File: config.mk
export PLATFORM = sky130hd
export DESIGN_NAME = uart_rx
export DESIGN_NICKNAME = d
export VERILOG_FILES = /design/src/rtl/uart_pkg.sv /design/src/rtl/synchronizer.sv /design/src/rtl/uart_rx.sv
export SDC_FILE = /design/constraint.sdc
export NUM_CORES = 1
export LEC_CHECK = 0
export CORE_MARGIN = 2
export CORE_UTILIZATION = 50
export DETAILED_ROUTE_END_ITERATION = 16
export GPL_TIMING_DRIVEN = 0
export MAX_ROUTING_LAYER = met4
export PLACE_DENSITY = 0.8
export SYNTH_ARGS = -nofsm -noshare
export SYNTH_HDL_FRONTEND = slang
export SYNTH_HIERARCHICAL = 1
export SYNTH_SLANG_ARGS = --single-unit
File: constraint.sdc
create_clock -name clk -period 2.71 [get_ports clk]
set_input_delay 0.542 -clock clk [delete_from_list [all_inputs] [get_ports clk]]
set_output_delay 0.542 -clock clk [all_outputs]
set_load 0.05 [all_outputs]
File: src/rtl/uart_pkg.sv
// Shared UART definitions: FSM state encoding and default framing constants.
package uart_pkg;

  localparam int unsigned ClksPerBitDefault = 16;
  localparam int unsigned DataBitsDefault   = 8;

  typedef enum logic [2:0] {
    StIdle     = 3'd0,
    StStart    = 3'd1,
    StData     = 3'd2,
    StParity   = 3'd3,
    StStop     = 3'd4,
    StWaitIdle = 3'd5
  } uart_state_e;

endpackage

File: src/rtl/synchronizer.sv
// Multi-stage flop synchronizer for asynchronous inputs; deliberately has no reset.
module synchronizer #(
  parameter int unsigned STAGES = 2,
  parameter int unsigned WIDTH  = 1
) (
  input  logic             clk_i,
  input  logic [WIDTH-1:0] d_i,
  output logic [WIDTH-1:0] q_o
);

  logic [WIDTH-1:0] sync_q [STAGES];

  always_ff @(posedge clk_i) begin
    sync_q[0] <= d_i;
    for (int i = 1; i < STAGES; i++) begin
      sync_q[i] <= sync_q[i-1];
    end
  end

  assign q_o = sync_q[STAGES-1];

endmodule

File: src/rtl/uart_rx.sv
// UART receiver, LSB first, 1 stop bit. Define UART_RX_PARITY_EN to expect one
// even-parity bit after the data bits; otherwise parity_error is tied low.
module uart_rx
  import uart_pkg::*;
#(
  parameter int unsigned CLKS_PER_BIT = ClksPerBitDefault,
  parameter int unsigned DATA_BITS    = DataBitsDefault
) (
  input  logic                 clk,
  input  logic                 rst,
  input  logic                 rx,
  output logic [DATA_BITS-1:0] data,
  output logic                 valid,
  output logic                 frame_error,
  output logic                 parity_error,
  output logic                 busy
);

  localparam int unsigned CntW = $clog2(CLKS_PER_BIT);
  localparam int unsigned IdxW = $clog2(DATA_BITS + 1);

  localparam logic [CntW-1:0] CntHalf = CntW'(CLKS_PER_BIT / 2 - 1);
  localparam logic [CntW-1:0] CntLast = CntW'(CLKS_PER_BIT - 1);
  localparam logic [IdxW-1:0] IdxLast = IdxW'(DATA_BITS - 1);

  logic rx_s;

  uart_state_e          state_q, state_d;
  logic [CntW-1:0]      cnt_q, cnt_d;
  logic [IdxW-1:0]      idx_q, idx_d;
  logic [DATA_BITS-1:0] shift_q, shift_d;
  logic [DATA_BITS-1:0] data_q, data_d;
  logic                 valid_q, valid_d;
  logic                 fe_q, fe_d;
  logic                 pe_q, pe_d;
`ifdef UART_RX_PARITY_EN
  // Running XOR over data and parity bits; nonzero at STOP means odd total.
  logic                 par_q, par_d;
`endif

  synchronizer #(
    .STAGES(2),
    .WIDTH (1)
  ) u_rx_sync (
    .clk_i(clk),
    .d_i  (rx),
    .q_o  (rx_s)
  );

  always_comb begin
    state_d = state_q;
    cnt_d   = cnt_q + CntW'(1);
    idx_d   = idx_q;
    shift_d = shift_q;
    data_d  = data_q;
    valid_d = 1'b0;
    fe_d    = 1'b0;
    pe_d    = 1'b0;
`ifdef UART_RX_PARITY_EN
    par_d   = par_q;
`endif

    unique case (state_q)
      StIdle: begin
        cnt_d = '0;
        if (!rx_s) begin
          idx_d   = '0;
          state_d = StStart;
        end
      end

      StStart: begin
        if (cnt_q == CntHalf) begin
          cnt_d   = '0;
          // A line that is high again at mid-start-bit was only a glitch.
          state_d = rx_s ? StIdle : StData;
`ifdef UART_RX_PARITY_EN
          par_d   = 1'b0;
`endif
        end
      end

      StData: begin
        if (cnt_q == CntLast) begin
          cnt_d   = '0;
          shift_d = {rx_s, shift_q[DATA_BITS-1:1]};
          idx_d   = idx_q + IdxW'(1);
`ifdef UART_RX_PARITY_EN
          par_d   = par_q ^ rx_s;
          if (idx_q == IdxLast) state_d = StParity;
`else
          if (idx_q == IdxLast) state_d = StStop;
`endif
        end
      end

`ifdef UART_RX_PARITY_EN
      StParity: begin
        if (cnt_q == CntLast) begin
          cnt_d   = '0;
          par_d   = par_q ^ rx_s;
          state_d = StStop;
        end
      end
`endif

      StStop: begin
        if (cnt_q == CntLast) begin
          cnt_d = '0;
          if (rx_s) begin
            state_d = StIdle;
`ifdef UART_RX_PARITY_EN
            if (par_q) begin
              pe_d = 1'b1;
            end else begin
              data_d  = shift_q;
              valid_d = 1'b1;
            end
`else
            data_d  = shift_q;
            valid_d = 1'b1;
`endif
          end else begin
            fe_d    = 1'b1;
            state_d = StWaitIdle;
          end
        end
      end

      StWaitIdle: begin
        cnt_d = '0;
        if (rx_s) state_d = StIdle;
      end

      default: begin
        cnt_d   = '0;
        state_d = StIdle;
      end
    endcase
  end

  always_ff @(posedge clk or posedge rst) begin
    if (rst) begin
      state_q <= StIdle;
      cnt_q   <= '0;
      idx_q   <= '0;
      shift_q <= '0;
      data_q  <= '0;
      valid_q <= 1'b0;
      fe_q    <= 1'b0;
      pe_q    <= 1'b0;
`ifdef UART_RX_PARITY_EN
      par_q   <= 1'b0;
`endif
    end else begin
      state_q <= state_d;
      cnt_q   <= cnt_d;
      idx_q   <= idx_d;
      shift_q <= shift_d;
      data_q  <= data_d;
      valid_q <= valid_d;
      fe_q    <= fe_d;
      pe_q    <= pe_d;
`ifdef UART_RX_PARITY_EN
      par_q   <= par_d;
`endif
    end
  end

  assign data         = data_q;
  assign valid        = valid_q;
  assign frame_error  = fe_q;
  assign parity_error = pe_q;
  assign busy         = (state_q != StIdle);

endmodule
==> results.md <==
- The flow ran to the end, and the final reports show no timing, DRC or antenna violations.
- Dividing the synthesized area by the synthesized cell count gives 12.2 um2.
- At the end of routability-driven placement, the weighted congestion stood at 0.857.
- The biggest fanout along the worst timing path is 10.
- The post-route antenna net violation count is 0.
- The routed wirelength normalized by instance count is 14.6 um.
- The number of antenna violations at the first check in global routing is 0.
- When the netlist entered floorplanning its net count stood at 117.
- Clock tree synthesis inserted a total of 5 buffers.
- STA puts the critical path data required time at 2.17 ns.
- After synthesis, the netlist uses 34 different library cells.
- The setup slack of the critical path after layout is 0.114 ns.
- The type of the most critical hold path is flop to flop.
- The clock sink count is 31.
- Setup repair after global routing left no endpoint under its margin.
- Clock skew on the completed layout was measured at 0.0206 ns.
- The most common cell in the synthesized netlist is sky130_fd_sc_hd__dfrtp_1.
- The end point of the critical path is busy.
- The type of destination of the critical path is an output port.
- The launch instance of the worst register-to-register path is cnt_q[0]$_DFF_PP0_.
- The maximum vdd drop is 472 uV.
- By count the netlist is led by sky130_fd_sc_hd__dfrtp_1 (29), sky130_fd_sc_hd__mux2_2 (18), sky130_fd_sc_hd__nor3_1 (6).
- Setup violations remaining at the end of the flow were counted as 0.
- The slack of the worst reg-to-reg path is 0.86 ns.
- In this run the critical register-to-register path is captured at data[6]$_DFFE_PP0P_.
- In this run the horizontal extent of the chip is 56.2 um.
- The first global-routing pass estimated 4.11 mm of wire.
- Counting cells, the worst reg-to-reg path comes to 4.
- Excluding fillers, the count of instances in the completed layout stands at 163.
- In this run the cell area of the synthesized design comes to 1360 um2.
- Entering global routing, the biggest net connects 30 pins.
- The floorplan has 18 rows.
- Prior to clock tree synthesis, the placed netlist has a worst setup slack of 0.477 ns.
- Relative to the synthesized area, the layout overhead comes to 15.9%.
- The number of hold-slack violations in the final timing report is 0.
- The wire length after detailed routing is 2.38 mm.
- Yosys attributes the largest share of cell area to sky130_fd_sc_hd__dfrtp_1 (53%), sky130_fd_sc_hd__mux2_2 (15%), sky130_fd_sc_hd__dfxtp_1 (2.9%).
- Counting along the longest clock path gives a buffer depth of 2.
- In this run the cell area measured after placement is 1530 um2.
- The number of antenna repair diodes is 0.
- The critical path startpoint is state_q[2]$_DFFE_PP0P_.
- For this run, global-route usage on met2 was measured as 25.4%.
- The overall overflow remaining after global route is 0.
- In this run the most critical hold path is launched from u_rx_sync/sync_q[0][0]$_DFF_P_.
- The global routing's busiest layer is met2.
- In this run, placement finished with an instance count of 155.
- The part of the Yosys area used for sequential elements is 56.2%.
- At the pin with the least slew margin, the transition time is 1.07 ns.
- The later-pin clock latency in the skew report is 0.33 ns.
- The synthesized design contains 0 enable-type register cells.
- The standard cell core area is 2520 um2.
- Total power for the finished layout comes to 1.05 mW.
- The most used flip-flop cell after synthesis is sky130_fd_sc_hd__dfrtp_1.
- The CTS tree is built.
- The detailed router finished its first iteration with 17 violations.
- The number of warnings reported in the yosys synthesis log is 6.
- Global routing consumed, over all layers together, 17.5% of the routing resources.
- At the worst endpoint, the arrival time is 2.05 ns.
- The routed layout has 898 vias.
- For met1 alone, demand over resource in global routing was 21.3%.
- For this design, the CTS-stage hold fixing added 0 buffers.
- Headroom to the max-slew limit came out at 28.6%.
- Counting flops and latches in the post-synthesis netlist gives 31.
- In the routed layout, each cell is associated on average with a via count of 5.51.
- The die covers 3160 um2.
- The utilization after layout is 62.6%.
- The setup TNS after final layout is 0 ns.
- Timing would allow up to 385 MHz.
- The initial standard-cell utilization of the core is 54.0%.
- The met3 track utilization from global routing is 6.74%.
- The chip height is 56.2 um.
- The first detailed-routing pass ran for 4 iterations.
- The post-CTS clock slew at the launch and capture registers of the worst setup and hold paths is 0.08 ns.
- Counting flops with an async set or reset pin after synthesis yields a share of 93.5%.
- The number of nets in the final layout is 137.
- In this run the tool buffered the top-level ports with 13 buffer cells.
- In this run the static leakage power is 0.759 nW.
- The post-layout minimum cycle time is 2.60 ns.
- The cell area power density is 667 nW/um2.
- The number of setup buffers added after CTS is 0.
- The final cell area excluding filler cells is 1580 um2.
- The critical path in this run is classified as flop to output port.
- The wire-length estimate of the detail-placed layout is 1.65 mm.
- The max capacitance violation total is 0.
- The boundary pin count is 15.
- The worst hold-check slack is 0.334 ns.
- The number of global-route vias before repair is 902.
- After layout, the worst path uses 95.8% of the clock period.
- The post-route DRC violation count is 0.
- The tree is rooted in a sky130_fd_sc_hd__clkbuf_4.
- Synthesis produced a netlist whose cell count is 112.
- The nature of the critical path startpoint is a flop.
- Post-CTS repair changed the size of 0 cells.
- Summed over all instances, the cell type with the most area after synthesis is sky130_fd_sc_hd__dfrtp_1.
- The post-route netlist has 21.8% of its cells at a drive strength greater than 1.
- After synthesis, the largest area contributor takes up 53.3% of total cell area.
- The final count of pins violating max slew is 0.
- The H-tree generated during clock tree synthesis spans 2 levels.
-- cells in the final DEF (no fill, tap or decap), types with 2 or more instances in the layout --
cell,synthesis,routed
sky130_fd_sc_hd__a211o_1,2,2
sky130_fd_sc_hd__a21oi_1,3,3
sky130_fd_sc_hd__clkbuf_1,4,7
sky130_fd_sc_hd__clkbuf_4,0,5
sky130_fd_sc_hd__clkdlybuf4s50_1,0,13
sky130_fd_sc_hd__dfrtp_1,29,29
sky130_fd_sc_hd__dfxtp_1,2,2
sky130_fd_sc_hd__ha_1,2,2
sky130_fd_sc_hd__inv_1,3,3
sky130_fd_sc_hd__mux2_2,18,18
sky130_fd_sc_hd__nand2_1,3,3
sky130_fd_sc_hd__nand2b_1,3,3
sky130_fd_sc_hd__nand3_1,3,3
sky130_fd_sc_hd__nand3_2,2,2
sky130_fd_sc_hd__nor2_1,5,5
sky130_fd_sc_hd__nor3_1,6,6
sky130_fd_sc_hd__nor4_1,4,4
sky130_fd_sc_hd__o21ai_0,4,4
sky130_fd_sc_hd__xor2_1,2,2
-- critical path, stage by stage, from the launching register on --
cell and delay (ns):
sky130_fd_sc_hd__dfrtp_1 0.40, sky130_fd_sc_hd__clkbuf_1 0.36, sky130_fd_sc_hd__or3_1 0.19, sky130_fd_sc_hd__clkdlybuf4s50_1 0.80
-- metal layers --
metal / up-vias / part of all wire, %
li1: 440 / -
met1: 436 / 47
met2: 16 / 47
met3: 6 / 4.1
met4: 0 / 1.5
met5: - / 0
-- cell families (layout without fill, tap and decap cells) --
family | after synthesis | in the layout | share of synthesized area, %
other | 1 | 1 | 0.275
buffers and inverters | 9 | 30 | 2.85
AOI/OAI and AO/OA | 13 | 13 | 6.24
DFF | 31 | 31 | 56.2
xor gates and xnor gates | 3 | 3 | 1.93
and+or+nand+nor | 34 | 34 | 15.1
muxes | 19 | 19 | 15.6
adders and majority gates | 2 | 2 | 1.84
-- sequential cells by signal (all words and copies together), names as in the netlist --
register / cells
valid: 1
state_q: 3
u_rx_sync/sync_q: 2
data: 8
frame_error: 1
cnt_q: 4
idx_q: 4
shift_q: 8
-- power breakdown --
part	internal, mW	total, mW	leakage (nW)	switching, mW
Clock	0.103	0.254	0.0265	0.151
Sequential	0.502	0.540	0.412	0.0377
Combinational	0.103	0.259	0.321	0.156
-- worst min-delay path by stage --
stage | to | cells after the start
4_1_cts | u_rx_sync/sync_q[0][1]$_DFF_P_ | 0
3_5_place_dp | u_rx_sync/sync_q[0][1]$_DFF_P_ | 0
3_3_place_gp | u_rx_sync/sync_q[0][1]$_DFF_P_ | 0
6_report | u_rx_sync/sync_q[0][1]$_DFF_P_ | 0
2_1_floorplan | u_rx_sync/sync_q[0][1]$_DFF_P_ | 0
5_1_grt | u_rx_sync/sync_q[0][1]$_DFF_P_ | 0
-- cell type report --
type	instances	area [um2]
plain buffers	6	27.5
clock buffers	8	48.8
fillers	203	943
inverters	3	11.3
multi-input cells	72	558
flip-flops and latches	31	766
well taps	30	37.5
repair buffers	13	130
Power figures use the tool's default switching activity.
